<file path="src/rtl/i2c_bus_monitor.sv">
// Passive I2C bus monitor: synchronises SCL/SDA, classifies START/STOP/bit edges
// and frames bytes, reporting each completed byte together with its ACK bit.
module i2c_bus_monitor #(
  parameter int SYNC_STAGES    = 2,
  parameter int TIMEOUT_CYCLES = 1000,
  parameter int TO_W           = 16
) (
  input  logic       CLK,
  input  logic       RSTn,
  input  logic       SCL,
  input  logic       SDA,
  output logic       Start,
  output logic       Stop,
  output logic       ByteValid,
  output logic [7:0] ByteData,
  output logic       IsAddr,
  output logic       Ack,
  output logic       Busy,
  output logic       Timeout
);

  typedef enum logic [1:0] {IDLE, ADDR, ACK, DATA} state_t;

  state_t state, stateNext;

  logic [SYNC_STAGES-1:0] sclSync, sdaSync;
  logic prevScl, crntScl, prevSda, crntSda;
  logic sclRise, sclEdge, startDet, stopDet, toTerminal;

  logic [2:0]      bitCnt, bitCntNext;
  logic [7:0]      shiftReg, shiftNext;
  logic            fromAddr, fromAddrNext;
  logic [TO_W-1:0] toCnt;

  logic       startNext, stopNext, validNext, isAddrNext, ackNext;
  logic [7:0] dataNext;

  // Synchronisers and edge registers reset to the idle-bus level so reset
  // release never looks like an edge.
  always_ff @(posedge CLK or negedge RSTn) begin
    if (!RSTn) begin
      sclSync <= '1;
      sdaSync <= '1;
      prevScl <= 1'b1;
      crntScl <= 1'b1;
      prevSda <= 1'b1;
      crntSda <= 1'b1;
    end else begin
      sclSync <= {sclSync[SYNC_STAGES-2:0], SCL};
      sdaSync <= {sdaSync[SYNC_STAGES-2:0], SDA};
      crntScl <= sclSync[SYNC_STAGES-1];
      prevScl <= crntScl;
      crntSda <= sdaSync[SYNC_STAGES-1];
      prevSda <= crntSda;
    end
  end

  assign sclRise  = ~prevScl & crntScl;
  assign sclEdge  = prevScl ^ crntScl;
  assign startDet = prevScl & crntScl & prevSda & ~crntSda;
  assign stopDet  = prevScl & crntScl & ~prevSda & crntSda;
  assign Busy     = (state != IDLE);

  // An SCL edge in the terminal cycle suppresses the timeout.
  assign toTerminal = Busy & ~crntScl & ~sclEdge &
                      (toCnt == TO_W'(TIMEOUT_CYCLES - 1));

  always_ff @(posedge CLK or negedge RSTn) begin
    if (!RSTn) begin
      toCnt <= '0;
    end else if (!Busy || sclEdge || toTerminal) begin
      toCnt <= '0;
    end else if (!crntScl) begin
      toCnt <= toCnt + 1'b1;
    end
  end

  always_comb begin
    stateNext    = state;
    bitCntNext   = bitCnt;
    shiftNext    = shiftReg;
    fromAddrNext = fromAddr;
    startNext    = 1'b0;
    stopNext     = 1'b0;
    validNext    = 1'b0;
    dataNext     = ByteData;
    isAddrNext   = IsAddr;
    ackNext      = Ack;
    if (stopDet) begin
      stateNext  = IDLE;
      bitCntNext = 3'd0;
      stopNext   = 1'b1;
    end else if (startDet) begin
      stateNext  = ADDR;
      bitCntNext = 3'd0;
      startNext  = 1'b1;
    end else if (toTerminal) begin
      stateNext  = IDLE;
      bitCntNext = 3'd0;
    end else if (sclRise) begin
      case (state)
        ADDR, DATA: begin
          shiftNext = {shiftReg[6:0], crntSda};
          if (bitCnt == 3'd7) begin
            stateNext    = ACK;
            fromAddrNext = (state == ADDR);
            bitCntNext   = 3'd0;
          end else begin
            bitCntNext = bitCnt + 3'd1;
          end
        end
        ACK: begin
          ackNext    = ~crntSda;
          dataNext   = shiftReg;
          isAddrNext = fromAddr;
          validNext  = 1'b1;
          stateNext  = DATA;
          bitCntNext = 3'd0;
        end
        default: ;
      endcase
    end
  end

  always_ff @(posedge CLK or negedge RSTn) begin
    if (!RSTn) begin
      state     <= IDLE;
      bitCnt    <= 3'd0;
      shiftReg  <= 8'd0;
      fromAddr  <= 1'b0;
      Start     <= 1'b0;
      Stop      <= 1'b0;
      ByteValid <= 1'b0;
      ByteData  <= 8'd0;
      IsAddr    <= 1'b0;
      Ack       <= 1'b0;
      Timeout   <= 1'b0;
    end else begin
      state     <= stateNext;
      bitCnt    <= bitCntNext;
      shiftReg  <= shiftNext;
      fromAddr  <= fromAddrNext;
      Start     <= startNext;
      Stop      <= stopNext;
      ByteValid <= validNext;
      ByteData  <= dataNext;
      IsAddr    <= isAddrNext;
      Ack       <= ackNext;
      Timeout   <= toTerminal;
    end
  end

endmodule
</file>
<file path="config.mk">
export PLATFORM = sky130hd
export DESIGN_NAME = i2c_bus_monitor
export DESIGN_NICKNAME = d
export VERILOG_FILES = /design/src/rtl/i2c_bus_monitor.sv
export SDC_FILE = /design/constraint.sdc
export NUM_CORES = 1
export LEC_CHECK = 0
export ABC_CLOCK_PERIOD_IN_PS = 3700
export CAP_MARGIN = 20
export CELL_PAD_IN_SITES_DETAIL_PLACEMENT = 1
export CELL_PAD_IN_SITES_GLOBAL_PLACEMENT = 1
export CORE_MARGIN = 5
export CORE_UTILIZATION = 35
export CTS_CLUSTER_DIAMETER = 50
export DETAILED_ROUTE_END_ITERATION = 10
export PLACE_DENSITY_LB_ADDON = 0.1
export REMOVE_ABC_BUFFERS = 1
export SKIP_LAST_GASP = 1
export SYNTH_ARGS = -nofsm -noshare
export SYNTH_HDL_FRONTEND = slang
export SYNTH_SLANG_ARGS = --single-unit
</file>
<file path="constraint.sdc">
create_clock -name CLK -period 3.7 [get_ports CLK]
set_clock_uncertainty 0.1 [all_clocks]
set_input_delay 0.74 -clock CLK [delete_from_list [all_inputs] [get_ports CLK]]
set_output_delay 0.74 -clock CLK [all_outputs]
set_load 0.02 [all_outputs]
</file>
==> results_dict.tcl <==
set metrics [dict create \
    outcome "finished clean" \
    relSlewSlack_pct 54.8 \
    avgSynthCellArea_sq_um 12.3 \
    synth_async_sr_flop_share_pct 100 \
    drc 0 \
    end_kind "primary output" \
    n_antenna_cell 0 \
    fin_nets 215 \
    h-tree-depth 2 \
    cts_root_buffer "clkbuf_8" \
    drtAntennaViolNets 0 \
    dieArea_sq_um 8070 \
    cp.arrival_ns 1.63 \
    ys_ff_latch 52 \
    clkSinkCount 52 \
    overflow 0 \
    power_mw 1.07 \
    first_iter_violations 38 \
    viasPerCell 4.93 \
    track_usage_pct 11.0 \
    slew_violations 0 \
    layout_commonest_cell "dfrtp_1" \
    grt_pass1_wl_um 7470 \
    syn_area_sq_um 2230 \
    core_sq_um 6280 \
    io_pins 19 \
    synthCells 182 \
    wl_um 4210 \
    worstPathMaxFanout 9 \
    cp_slowest_cell "clkdlybuf4s50_1" \
    num_rows 29 \
    dp_hpwl_um 3070 \
    area_growth_pct 16.5 \
    grt_max_degree 48 \
    crit_required_ns 2.86 \
    final_hold_viol_count 0 \
    yosysTopAreaCellShare_pct 49.3 \
    clock_latency_ns 0.30 \
    die_w_um 89.9 \
    startpoint_type "register" \
    cts_hold_buffers 0 \
    yosys-top-cells-area "dfrtp_1 (49%), dfstp_2 (9.4%), mux2_2 (8.1%), nor2_1 (4.5%), xor2_1 (3.5%)" \
    cts_max_path_buffers 2 \
    layout_min_cycle_time_ns 2.47 \
    grt_pass1_vias 1587 \
    rsz0062_at_grt "false" \
    criticalPathCategory "reg -> out" \
    clkTransAtPathRegs_ns 0.09 \
    drive_above_1_share_pct 18.4 \
    ys.flop_type "dfrtp_1" \
    path_cells "or2_2, clkdlybuf4s50_1" \
    ys_warn_count 0 \
    die_h_um 89.9 \
    antenna_found_initial 0 \
    peakVddDrop_v 0.000194 \
    setup_tns_ns 0 \
    ys_types 39 \
    cts_inserted_buffers 5 \
    synth_top_area_cell "dfrtp_1" \
    setup_viol 0 \
    p_per_area_nw_per_um2 410 \
    fillCellCount 666 \
    fin_crit_sh_pct 66.6 \
    p_leak_nw 1.16 \
    cts_tree "done" \
    gp_congestion 0.749 \
    ys_seq_area_share_pct 58.7 \
    min_path_type "in -> async" \
    final_cell_mix "dfrtp_1 (44), nor2_1 (27), clkdlybuf4s50_1 (17), mux2_2 (16), nand2_1 (10)" \
    cap_violations 0 \
    r2r_slack_ns 1.39 \
    drt_pass1_iterations 4 \
    synth_edf_count 0 \
    fmax_ghz 0.406 \
    critPathMaxStageDelay_ns 0.53 \
    cts_setup_buffers 0 \
    cts.repair.resized 0 \
    start_util_pct 35.6 \
    num_vias 1395 \
    wl_per_cell_um 14.9 \
    port_buffers 18 \
    tightest_slew_ns 0.671 \
]
[per-layer routing]
metal	up-vias	share of wire, %	wire (um)	global-route usage (%)
met1	701	46	1920	14.0
met4	0	1.5	63	4.84
met2	17	50	2090	18.1
li1	671	-	-	-
met5	-	0	0	0
met3	6	3.4	143	2.25
[kinds of logic after synthesis]
kind of cell	synth area share [%]
AND/OR/NAND/NOR	15.1
flip-flops	58.7
multiplexers	9.92
AO/OA/AOI/OAI	5.27
XOR/XNOR	5.89
buffers and inverters	1.74
adder cells (fa/ha/maj)	3.36
[critical path, delay by kind of cell (launching register included)]
kind,cells,cell delay [ns]
buf+inv,1,0.53
simple gates,1,0.31
flops,1,0.49
[registers in the layout, indices dropped and copies added (netlist names)]
signal,flops
crntSda,1
prevSda,1
fromAddr,1
Start,1
toCnt,16
prevScl,1
Timeout,1
sclSync,2
ByteData,8
shiftReg,8
Stop,1
state,2
ByteValid,1
crntScl,1
Ack,1
IsAddr,1
bitCnt,3
sdaSync,2
[through the flow]
| stage | instance area, sq um | hold slack [ns] | util, % | std cells | setup slack (ns) |
|---|---|---|---|---|---|
| global placement | 2490 | 0.246 | 39.7 | 274 | 1.49 |
| global route | 2600 | 0.269 | 41.4 | 283 | 1.19 |
| floorplan | 2200 | 0.245 | - | 177 | 1.60 |
| CTS | 2580 | 0.263 | 41.1 | 282 | 1.22 |
| finish | 2600 | 0.261 | 41.4 | 283 | 1.23 |
| detailed placement | 2490 | 0.248 | 39.7 | 274 | 1.38 |
[final timing paths]
kind	start	endpoint	depth (start not counted)
worst min register to register	sdaSync[0]$_DFF_PN1_	sdaSync[1]$_DFF_PN1_	0
worst max register to register	prevScl$_DFF_PN1_	ByteData[2]$_DFFE_PN0P_	6
worst max-delay path	state[0]$_DFFE_PN0P_	Busy	2
worst min-delay path	RSTn	ByteData[5]$_DFFE_PN0P_	1
max in group asynchronous	RSTn	crntSda$_DFF_PN1_	3
min in group CLK	sdaSync[0]$_DFF_PN1_	sdaSync[1]$_DFF_PN1_	0
[cells in the mapped netlist (2+ instances only)]
| cell | number |
|---|---|
| and3b_1 | 3 |
| dfrtp_1 | 44 |
| nand4_1 | 6 |
| ha_1 | 6 |
| inv_1 | 3 |
| and3_1 | 2 |
| a21oi_1 | 2 |
| dfstp_2 | 8 |
| o21ai_0 | 3 |
| mux2i_1 | 3 |
| o21ai_4 | 2 |
| xor2_1 | 9 |
| nand4b_1 | 2 |
| nor2_1 | 27 |
| a32oi_1 | 2 |
| nand3_1 | 2 |
| nor2b_1 | 2 |
| nor3_1 | 4 |
| mux2_2 | 16 |
| clkbuf_1 | 3 |
| nand2_1 | 10 |
| xnor2_1 | 6 |
[report_power, final]
group,switching [mW],total (mW),internal (mW)
clock network,0.182,0.317,0.135
logic,0.0483,0.0992,0.0509
registers,0.0343,0.649,0.615
[area by class of cell]
type / instances / area (sq um) / area share, %
well taps: 77 / 96.3 / 3.71
inverters: 3 / 11.3 / 0.433
clock inverters: 2 / 16.3 / 0.626
multi-input cells: 122 / 882 / 33.9
clock buffers: 6 / 72.6 / 2.79
flip-flops and latches: 52 / 1310 / 50.4
repair buffers: 21 / 210 / 8.08
Note: power is estimated with default switching activity, not from simulation.
